`src/rtl/serial_pkg.sv`:
```
// Shared definitions for the serial transmitter and its peer receiver:
// line-state enum, framing levels and the even-parity helper.
package serial_pkg;

  typedef enum logic [2:0] {
    IDLE   = 3'd0,
    START  = 3'd1,
    DATA   = 3'd2,
    PARITY = 3'd3,
    STOP   = 3'd4
  } tx_state_e;

  localparam logic START_BIT  = 1'b0;
  localparam logic STOP_BIT   = 1'b1;
  localparam logic IDLE_LEVEL = 1'b1;
  localparam int   DATA_BITS  = 8;

  function automatic logic even_parity(input logic [DATA_BITS-1:0] b);
    return ^b;
  endfunction

endpackage

```
`src/rtl/serial_transmitter_if.sv`:
```
// Byte-producer side bus of the serial transmitter plus its serial line.
interface serial_transmitter_if;
  import serial_pkg::*;

  logic [DATA_BITS-1:0] data;
  logic                 write;
  logic                 full;
  logic                 busy;
  logic                 serial_line;

  modport master (output data, write, input full, busy, serial_line);
  modport slave  (input data, write, output full, busy, serial_line);
endinterface

```
`src/rtl/serial_tx_fifo.sv`:
```
// Synchronous byte FIFO with registered pointers, count, full and empty flags.
module serial_tx_fifo #(
  parameter int DEPTH = 16,
  parameter int WIDTH = 8
) (
  input  logic                     clk,
  input  logic                     rst,
  input  logic                     push,
  input  logic                     pop,
  input  logic [WIDTH-1:0]         data_in,
  output logic [WIDTH-1:0]         data_out,
  output logic [$clog2(DEPTH):0]   count,
  output logic                     full,
  output logic                     empty
);
  localparam int AW   = $clog2(DEPTH);
  localparam int CNTW = AW + 1;
  localparam logic [CNTW-1:0] DEPTH_C = CNTW'(DEPTH);

  logic [WIDTH-1:0] mem_q [DEPTH];
  logic [AW-1:0]    wr_ptr_q, wr_ptr_d, rd_ptr_q, rd_ptr_d;
  logic [CNTW-1:0]  count_q, count_d;
  logic             full_q, full_d, empty_q, empty_d;
  logic             push_ok_s, pop_ok_s;

  // Accept/advance logic; a push on a full FIFO is legal when a pop frees a slot
  always_comb begin
    pop_ok_s  = pop && !empty_q;
    push_ok_s = push && (!full_q || pop_ok_s);
    if (push_ok_s) wr_ptr_d = wr_ptr_q + AW'(1);
    else           wr_ptr_d = wr_ptr_q;
    if (pop_ok_s)  rd_ptr_d = rd_ptr_q + AW'(1);
    else           rd_ptr_d = rd_ptr_q;
    case ({push_ok_s, pop_ok_s})
      2'b10:   count_d = count_q + CNTW'(1);
      2'b01:   count_d = count_q - CNTW'(1);
      default: count_d = count_q;
    endcase
    full_d  = (count_d == DEPTH_C);
    empty_d = (count_d == CNTW'(0));
  end

  // Pointer, count and flag registers
  always_ff @(posedge clk) begin
    if (rst) begin
      wr_ptr_q <= AW'(0);
      rd_ptr_q <= AW'(0);
      count_q  <= CNTW'(0);
      full_q   <= 1'b0;
      empty_q  <= 1'b1;
    end else begin
      wr_ptr_q <= wr_ptr_d;
      rd_ptr_q <= rd_ptr_d;
      count_q  <= count_d;
      full_q   <= full_d;
      empty_q  <= empty_d;
    end
  end

  // Storage array; contents need no reset since the pointers gate every read
  always_ff @(posedge clk) begin
    if (push_ok_s) mem_q[wr_ptr_q] <= data_in;
  end

  assign data_out = mem_q[rd_ptr_q];
  assign count    = count_q;
  assign full     = full_q;
  assign empty    = empty_q;

endmodule

```
`src/rtl/serial_transmitter.sv`:
```
// UART-style transmitter: strobed byte writes into a FIFO, serialised 8N1 LSB first.
// Define SERIAL_TX_PARITY_EN to insert an even-parity bit before the stop bit.
module serial_transmitter
  import serial_pkg::*;
#(
  parameter int CLKS_PER_BIT = 4,
  parameter int FIFO_DEPTH   = 16,
  parameter int WR_DIV       = 2
) (
  input  logic                clk,
  input  logic                rst,
  serial_transmitter_if.slave bus
);
  localparam int CW  = (CLKS_PER_BIT > 1) ? $clog2(CLKS_PER_BIT) : 1;
  localparam int PW  = (WR_DIV > 1) ? $clog2(WR_DIV) : 1;
  localparam int FCW = $clog2(FIFO_DEPTH) + 1;
  localparam logic [CW-1:0] BAUD_LAST  = CW'(CLKS_PER_BIT - 1);
  localparam logic [PW-1:0] PHASE_LAST = PW'(WR_DIV - 1);
  localparam logic [2:0]    BIT_LAST   = 3'(DATA_BITS - 1);

  tx_state_e            state_q, state_d;
  logic [CW-1:0]        baud_q, baud_d;
  logic [PW-1:0]        phase_q, phase_d;
  logic [2:0]           bit_idx_q, bit_idx_d;
  logic [DATA_BITS-1:0] shift_q, shift_d;
  logic                 line_q, line_d;
  logic                 busy_q, busy_d;
`ifdef SERIAL_TX_PARITY_EN
  logic                 parity_q, parity_d;
`endif

  logic                 strobe_s, baud_end_s;
  logic                 fifo_push_s, fifo_pop_s, fifo_full_s, fifo_empty_s;
  logic [DATA_BITS-1:0] fifo_dout_s;
  logic [FCW-1:0]       fifo_count_s;

  serial_tx_fifo #(.DEPTH(FIFO_DEPTH), .WIDTH(DATA_BITS)) u_fifo (
    .clk      (clk),
    .rst      (rst),
    .push     (fifo_push_s),
    .pop      (fifo_pop_s),
    .data_in  (bus.data),
    .data_out (fifo_dout_s),
    .count    (fifo_count_s),
    .full     (fifo_full_s),
    .empty    (fifo_empty_s)
  );

  // Write-sample phase: write/data are only looked at on the last phase
  always_comb begin
    strobe_s = (phase_q == PHASE_LAST);
    if (strobe_s) phase_d = PW'(0);
    else          phase_d = phase_q + PW'(1);
    fifo_push_s = strobe_s && bus.write && !fifo_full_s;
  end

  // Framing FSM; the line register follows state_q, so it lags the FSM by one clock
  always_comb begin
    state_d    = state_q;
    bit_idx_d  = bit_idx_q;
    shift_d    = shift_q;
    fifo_pop_s = 1'b0;
`ifdef SERIAL_TX_PARITY_EN
    parity_d   = parity_q;
`endif
    baud_end_s = (baud_q == BAUD_LAST);
    if (state_q == IDLE || baud_end_s) baud_d = CW'(0);
    else                               baud_d = baud_q + CW'(1);

    case (state_q)
      IDLE: begin
        if (!fifo_empty_s) begin
          fifo_pop_s = 1'b1;
          shift_d    = fifo_dout_s;
`ifdef SERIAL_TX_PARITY_EN
          parity_d   = even_parity(fifo_dout_s);
`endif
          state_d    = START;
        end else begin
          state_d    = IDLE;
        end
      end
      START: begin
        if (baud_end_s) begin
          state_d   = DATA;
          bit_idx_d = 3'd0;
        end else begin
          state_d   = START;
        end
      end
      DATA: begin
        if (baud_end_s) begin
          shift_d = {1'b0, shift_q[DATA_BITS-1:1]};
          if (bit_idx_q == BIT_LAST) begin
`ifdef SERIAL_TX_PARITY_EN
            state_d = PARITY;
`else
            state_d = STOP;
`endif
          end else begin
            bit_idx_d = bit_idx_q + 3'd1;
          end
        end else begin
          state_d = DATA;
        end
      end
`ifdef SERIAL_TX_PARITY_EN
      PARITY: begin
        if (baud_end_s) state_d = STOP;
        else            state_d = PARITY;
      end
`endif
      STOP: begin
        // Chain straight into the next start bit when more bytes are queued
        if (baud_end_s) begin
          if (!fifo_empty_s) begin
            fifo_pop_s = 1'b1;
            shift_d    = fifo_dout_s;
`ifdef SERIAL_TX_PARITY_EN
            parity_d   = even_parity(fifo_dout_s);
`endif
            state_d    = START;
          end else begin
            state_d    = IDLE;
          end
        end else begin
          state_d = STOP;
        end
      end
      default: state_d = IDLE;
    endcase

    case (state_q)
      START:   line_d = START_BIT;
      DATA:    line_d = shift_q[0];
`ifdef SERIAL_TX_PARITY_EN
      PARITY:  line_d = parity_q;
`endif
      STOP:    line_d = STOP_BIT;
      default: line_d = IDLE_LEVEL;
    endcase

    busy_d = (state_q != IDLE) || (fifo_count_s != FCW'(0));
  end

  // Transmitter state registers
  always_ff @(posedge clk) begin
    if (rst) begin
      state_q   <= IDLE;
      baud_q    <= CW'(0);
      phase_q   <= PW'(0);
      bit_idx_q <= 3'd0;
      shift_q   <= {DATA_BITS{1'b0}};
      line_q    <= IDLE_LEVEL;
      busy_q    <= 1'b0;
`ifdef SERIAL_TX_PARITY_EN
      parity_q  <= 1'b0;
`endif
    end else begin
      state_q   <= state_d;
      baud_q    <= baud_d;
      phase_q   <= phase_d;
      bit_idx_q <= bit_idx_d;
      shift_q   <= shift_d;
      line_q    <= line_d;
      busy_q    <= busy_d;
`ifdef SERIAL_TX_PARITY_EN
      parity_q  <= parity_d;
`endif
    end
  end

  assign bus.serial_line = line_q;
  assign bus.busy        = busy_q;
  assign bus.full        = fifo_full_s;

endmodule

```
`src/flat_wrapper.sv`:
```
// flat-port wrapper written by rule: the top's interface ports become plain ports
module serial_transmitter_flat import serial_pkg::*;
#(
  parameter int CLKS_PER_BIT = 4,
  parameter int FIFO_DEPTH   = 16,
  parameter int WR_DIV       = 2
)
  (clk, rst, bus_data, bus_write, bus_full, bus_busy, bus_serial_line);
  serial_transmitter_if bus_i ();
  input  logic clk;
  input  logic rst;
  input wire logic [$bits(bus_i.data)-1:0] bus_data;
  input wire logic [$bits(bus_i.write)-1:0] bus_write;
  output wire logic [$bits(bus_i.full)-1:0] bus_full;
  output wire logic [$bits(bus_i.busy)-1:0] bus_busy;
  output wire logic [$bits(bus_i.serial_line)-1:0] bus_serial_line;
  assign bus_i.data = bus_data;
  assign bus_i.write = bus_write;
  assign bus_full = bus_i.full;
  assign bus_busy = bus_i.busy;
  assign bus_serial_line = bus_i.serial_line;
  serial_transmitter #(.CLKS_PER_BIT(CLKS_PER_BIT), .FIFO_DEPTH(FIFO_DEPTH), .WR_DIV(WR_DIV)) u_core (.clk(clk), .rst(rst), .bus(bus_i));
endmodule
```
`config.mk`:
```
export PLATFORM = sky130hd
export DESIGN_NAME = serial_transmitter_flat
export DESIGN_NICKNAME = d
export VERILOG_FILES = /design/src/rtl/serial_pkg.sv /design/src/rtl/serial_transmitter_if.sv /design/src/rtl/serial_tx_fifo.sv /design/src/rtl/serial_transmitter.sv /design/src/flat_wrapper.sv
export SDC_FILE = /design/constraint.sdc
export NUM_CORES = 1
export LEC_CHECK = 0
export ABC_AREA = 0
export CAP_MARGIN = 20
export CORE_ASPECT_RATIO = 2
export CORE_MARGIN = 2
export CORE_UTILIZATION = 45
export CTS_BUF_LIST = sky130_fd_sc_hd__clkbuf_8
export DETAILED_ROUTE_END_ITERATION = 6
export SLEW_MARGIN = 30
export SYNTH_ARGS = -nofsm -noshare
export SYNTH_HDL_FRONTEND = slang
export SYNTH_SLANG_ARGS = --single-unit
```
`constraint.sdc`:
```
create_clock -name clk -period 4.17 [get_ports clk]
set_input_delay 1.251 -clock clk [delete_from_list [all_inputs] [get_ports clk]]
set_output_delay 1.251 -clock clk [all_outputs]
set_load 0.01 [all_outputs]
```
==> results of run 1 <==
-- per-stage QoR --
stage	hold slack, ns	power, mW
2_1_floorplan	0.393	2.58
3_3_place_gp	0.401	2.72
3_5_place_dp	0.407	2.74
4_1_cts	0.420	3.71
5_1_grt	0.451	3.84
6_report	0.416	3.67
-- final cells by class --
cell class,instances,area (sq um)
Sequential cell,166,4610
Fill cell,1287,7350
Multi-Input combinational cell,212,2020
Tap cell,195,244
Clock inverter,15,95.1
Inverter,5,18.8
Timing Repair Buffer,18,168
Clock buffer,17,234
-- sequential cells by signal (all words and copies together) (netlist names), named ones only --
register,cells
u_core.baud_q,2
u_core.bus.serial_line,1
u_core.u_fifo.mem_q,128
u_core.u_fifo.rd_ptr_q,4
u_core.phase_q,1
u_core.u_fifo.empty,1
u_core.shift_q,8
u_core.state_q,3
u_core.u_fifo.wr_ptr_q,4
u_core.bit_idx_q,3
u_core.u_fifo.full,1
u_core.u_fifo.count,5
u_core.bus.busy,1
-- worst reg2reg max path, stage by stage, from the launching register on --
cell	delay [ns]
dfxtp_1	0.32
ha_1	0.29
nor2b_1	0.37
nor4_4	0.05
buf_4	0.18
ha_1	0.29
xor2_1	0.20
ha_1	0.22
or3_1	0.31
a221oi_1	0.25
o21ai_1	0.13
xor2_1	0.29
a41o_1	0.22
-- per-layer routing --
metal | part of all wire, % | up-vias
li1 | - | 1631
met2 | 60 | 61
met1 | 36 | 1754
met3 | 2.7 | 19
met5 | 0 | -
met4 | 2.0 | 0
-- kinds of logic (layout without fill, tap and decap cells) --
| kind of cell | count (synthesis) | after routing |
|---|---|---|
| fa+ha+maj | 11 | 11 |
| xor+xnor | 10 | 10 |
| buf+inv | 24 | 55 |
| simple gates | 98 | 98 |
| mux | 40 | 40 |
| compound gates | 53 | 53 |
| flops | 166 | 166 |
-- worst max-delay path by stage --
stage	from	end	slack, ns
after global routing	bus_write	u_core.u_fifo.full	0.45
after detailed placement	bus_write	u_core.u_fifo.empty	0.18
final	bus_write	u_core.u_fifo.empty	0.64
after global placement	bus_write	u_core.u_fifo.empty	0.28
after floorplan	bus_write	u_core.u_fifo.empty	0.58
after CTS	bus_write	u_core.u_fifo.empty	0.67
-- where the power goes --
group	leakage (nW)	internal, mW	switching (mW)	total [mW]
clock	0.163	0.401	0.564	0.965
sequential	1.46	1.87	0.0812	1.95
combinational	0.802	0.370	0.387	0.757
-- layout by cell type (no fill, tap or decap), types with 2 or more instances in the layout --
cell type / n
edfxtp_1: 128
dfxtp_1: 37
nor2_1: 32
mux4_1: 30
and2_1: 18
a22oi_1: 18
clkbuf_8: 17
nor3_1: 14
clkdlybuf4s50_1: 13
a21oi_1: 12
ha_1: 11
nand2_1: 10
inv_1: 9
nor2b_1: 9
mux2i_1: 7
a211oi_1: 7
xor2_1: 6
clkinvlp_4: 6
buf_4: 5
xnor2_1: 4
o21ai_0: 3
a31oi_1: 3
nor4b_1: 2
nor4_1: 2
mux4_2: 2
nand4_1: 2
o21a_1: 2
clkinv_4: 2
==> impl_metrics.tcl, run 1 <==
set metrics [dict create \
    run_status "finished, final reports clean" \
    diodes 0 \
    drt_wl_total_mm 12.6 \
    period_minus_slack_ns 3.53 \
    grt_max_degree 33 \
    crit_path_end_kind "flip-flop" \
    ys_seq_elements 166 \
    r2r_slack_ns 1.00 \
    dp_cells 596 \
    max_clock_freq_ghz 0.283 \
    io_buffer_count 13 \
    firstDrtPassIters 6 \
    r2r_end "u_core.u_fifo.empty" \
    fin_util_pct 50.1 \
    synth_ff_type "edfxtp_1" \
    top_usage_layer "met2" \
    yosysMostFrequentCell "edfxtp_1" \
    synth_mux_area_share_pct 13.5 \
    power_density_mw_per_mm2 496 \
    synthCells 402 \
    worstReg2RegStart "u_core.baud_q[0]" \
    synthAdderAreaFrac_pct 2.04 \
    synth_top_area_cell "edfxtp_1" \
    vias 3465 \
    cpLargestDelayFamily "compound AO/OA/AOI/OAI gates" \
    std_cell_rows 63 \
    skew_ns 0.0144 \
    synth_xor_xnor_area_share_pct 1.30 \
    dp_hpwl_mm 8.86 \
    postCtsResizedCells 0 \
    yosys.area_share.simple_pct 7.66 \
    core_sq_mm 0.0147 \
    synth_edf_count 128 \
    cts.sinks 166 \
    grt.overflow.total 0 \
    leakage_nw 2.43 \
    irDropWorstVdd_mv 0.221 \
    synth_compound_area_share_pct 5.38 \
    worst_slack_ns 0.639 \
    cp_cell_sequence "clkdlybuf4s50_1, nand2_1, nor2_1, inv_1, ha_1, xor2_1, ha_1, or3_1, a221oi_1, o21ai_1, xor2_1, a41o_1" \
    holdPathEnd "u_core.phase_q" \
    min_from "u_core.phase_q" \
    start_kind "primary input" \
    drc_errors 0 \
    final_max_slew_viol_count 0 \
    yosysSeqAreaShare_pct 68.1 \
    die_h_um 177 \
    met3_usage_pct 4.37 \
    slowest_delay_ns 0.45 \
    tightest_slew_ns 0.818 \
    clk_pin_slew_worst_paths_ns 0.09 \
    max-slew-margin-rel_pct 45.3 \
    cp.required_ns 4.56 \
    synthDistinctLibCells 47 \
    ctsLongestPathBuffers 2 \
    areaGrowthSynthToFinish_pct 9.29 \
    drive_gt1_share_pct 9.47 \
    grt_util_met2_pct 33.1 \
    hold_buffers 0 \
    path_class "primary input to flip-flop" \
    dieWidth_um 90.7 \
    holdPathStages 1 \
    rr_worst_depth 12 \
    syn_area_per_cell_sq_um 16.8 \
    synth_top_family_by_area "multiplexers" \
    cp_max_fo 9 \
    place_congestion 0.768 \
    cts_setup_buffers 0 \
    syn_nets 424 \
    htree_levels 4 \
    cts_made_buffers 17 \
    use_met1_pct 16.7 \
    first_iter_violations 168 \
    yosys-top-cells-area "edfxtp_1 (57%), mux4_1 (12%), dfxtp_1 (11%), ha_1 (2.0%), a22oi_1 (2.0%)" \
    synthTopCellsByCount "edfxtp_1 (128), dfxtp_1 (38), nor2_1 (33)" \
    hold_path_class "flip-flop to flip-flop" \
    place_ws_ns 0.181 \
    drv_cap 0 \
    rsz0062_at_grt "no" \
    async_flop_share_pct 0 \
    grt_pass1_vias 3728 \
    grt_pass1_wl_mm 20.1 \
    wl_per_cell_um 20.1 \
    finalInstanceArea_sq_mm 0.00739 \
    nets 442 \
    critPathArrivalTime_ns 3.93 \
    worst-path-stages 12 \
    setup_tns_ns 0 \
    ys.warnings.count 0 \
    cp_num_buf_inv 2 \
    via_per_inst 5.52 \
    root_buffer "clkbuf_8" \
    die_area_sq_mm 0.0161 \
    layout.cells.non_filler 628 \
    final.period_utilization_pct 84.7 \
    synth_top_area_share_pct 56.8 \
    clock_latency_ns 0.45 \
    grt_util_all_layers_pct 16.9 \
    dpl_cell_area_sq_mm 0.00706 \
    setup_viol 0 \
    tritoncts "done" \
    start_util_pct 45.9 \
    pin_count 14 \
    synth_area_sq_mm 0.00676 \
    postRouteAntennaNets 0 \
    slowest_stage "clkdlybuf4s50_1" \
    antenna_found_initial 0 \
    hold_viol 0 \
]
No activity file was read; power rests on OpenSTA's default activity.
==> run 2, diff against run 1 <==
- clock period: 4.17 -> 3.1 ns (I/O delays scaled with it)
==> run 2 against run 1 <==
- clock power up 76%
- hold slack about the same
- utilization up 2.7 points
- count of clock-buffer cells in the layout up 1
- first-iteration DRC count up 6.5%
- worst setup slack worse by 0.52 ns
- critical endpoint unchanged
- highest routed layer unchanged
==> impl_metrics.tcl, run 2 (synthesized netlist as in run 1, its figures left out) <==
set metrics [dict create \
    rsz0062_at_grt "no" \
    top_usage_layer "met2" \
    areaGrowthSynthToFinish_pct 15.2 \
    drv_cap 0 \
    irDropWorstVdd_mv 0.363 \
    std_cell_rows 63 \
    r2r_slack_ns 0.23 \
    holdPathStages 1 \
    die_h_um 177 \
    fin_util_pct 52.9 \
    grt_pass1_vias 3687 \
    die_area_sq_mm 0.0161 \
    hold_viol 0 \
    drc_errors 0 \
    cts_setup_buffers 0 \
    firstDrtPassIters 4 \
    largest_register "u_core.u_fifo.mem_q" \
    grt_max_degree 36 \
    grt_util_all_layers_pct 16.6 \
    cts.sinks 166 \
    r2r_end "u_core.u_fifo.empty" \
    vias 3527 \
    grt_util_met2_pct 32.9 \
    io_buffer_count 13 \
    leakage_nw 2.64 \
    setup_viol 0 \
    dp_hpwl_mm 8.79 \
    met3_usage_pct 3.27 \
    htree_levels 4 \
    hold_path_class "flip-flop to flip-flop" \
    power_density_mw_per_mm2 692 \
    most-common-layout-cells "edfxtp_1 (128), dfxtp_1 (38), nor2_1 (32), mux4_1 (30), buf_4 (19)" \
    finalHoldWorstSlack_ns 0.416 \
    worstReg2RegStart "u_core.baud_q[0]" \
    cts_made_buffers 17 \
    drt_wl_total_mm 12.7 \
    path_class "primary input to flip-flop" \
    root_buffer "clkbuf_8" \
    postRouteAntennaNets 0 \
    min_from "u_core.phase_q" \
    critPathArrivalTime_ns 3.33 \
    tightest_slew_ns 0.585 \
    largest_reg_flops 128 \
    period_minus_slack_ns 2.98 \
    start_kind "primary input" \
    grt_pass1_wl_mm 19.7 \
    cp_max_fo 3 \
    holdPathEnd "u_core.phase_q" \
    max-slew-margin-rel_pct 60.9 \
    max_clock_freq_ghz 0.336 \
    dieWidth_um 90.7 \
    final_common_cell "edfxtp_1" \
    nets 465 \
    drive_gt1_share_pct 14.7 \
    finalPower_mw 5.39 \
    final_max_slew_viol_count 0 \
    start_util_pct 45.9 \
    rr_worst_depth 11 \
    via_per_inst 5.42 \
    clk_pin_slew_worst_paths_ns 0.09 \
    final.period_utilization_pct 96.1 \
    cp.required_ns 3.45 \
    diodes 0 \
    grt.overflow.total 0 \
    run_status "finished, final reports clean" \
    antenna_found_initial 0 \
    core_sq_mm 0.0147 \
    tritoncts "done" \
    first_iter_violations 179 \
    ctsLongestPathBuffers 2 \
    skew_ns 0.0164 \
    pin_count 14 \
    use_met1_pct 16.5 \
    wl_per_cell_um 19.5 \
    place_congestion 0.725 \
    clock_latency_ns 0.45 \
    hold_buffers 0 \
    crit_path_end_kind "flip-flop" \
]
-- run 2: cell count changes in the layout (fill, tap and decap cells not counted), sizes merged --
cell,change
clkinv,-2
buf,+23
bufinv,+4
inv,+3
clkinvlp,-6
clkbuf,+1
-- run 2: critical path: stages --
cell and delay [ns]:
clkdlybuf4s50_1 0.45, nand2_1 0.08, nor2_4 0.09, inv_1 0.06
ha_1 0.21, xor2_1 0.16, ha_1 0.22, or3_1 0.31
a221oi_1 0.24, o21ai_1 0.14, xor2_1 0.19, a41o_1 0.24
-- run 2: routing by layer --
layer	vias up	part of all wire, %
met5	-	0
met4	0	1.7
met3	11	2.0
met2	46	60
met1	1791	36
li1	1679	-
-- run 2: per-stage QoR --
stage | worst slack [ns] | instances | setup TNS (ns) | area (sq um)
after global placement | -0.322 | 619 | -0.845 | 7350
after floorplan | 0.0228 | 402 | 0 | 6770
after global routing | 0.00235 | 651 | 0 | 7790
after CTS | 0.108 | 651 | 0 | 7790
after detailed placement | -0.354 | 619 | -0.998 | 7350
final | 0.120 | 651 | 0 | 7790
-- run 2: area by class of cell --
type,instances,area [sq um]
clock buffers,18,248
clock inverters,14,194
well taps,195,244
repair buffers,41,453
fillers,1243,6950
inverters,5,18.8
multi-input cells,212,2030
flip-flops and latches,166,4600
-- run 2: worst max path at each step --
stage                    from             endpoint  slack [ns]  cells past startpoint
floorplan           bus_write  u_core.u_fifo.empty        0.02                     12
global placement    bus_write  u_core.u_fifo.empty       -0.32                     12
detailed placement  bus_write  u_core.u_fifo.empty       -0.35                     12
CTS                 bus_write   u_core.u_fifo.full        0.11                     12
global route        bus_write  u_core.u_fifo.empty       0.002                     12
finish              bus_write  u_core.u_fifo.empty        0.12                     12
-- run 2: repair_timing --
| action | CTS | global route |
|---|---|---|
| gates resized for setup | 0 | 0 |
| endpoints found under the setup margin | 0 | 2 |
| endpoints found under the hold margin | 0 | 0 |
-- run 2: power by group --
part           internal, mW  total [mW]  switching [mW]
Combinational         0.554        1.07           0.516
Clock                 0.911        1.70           0.787
Sequential             2.51        2.63           0.117
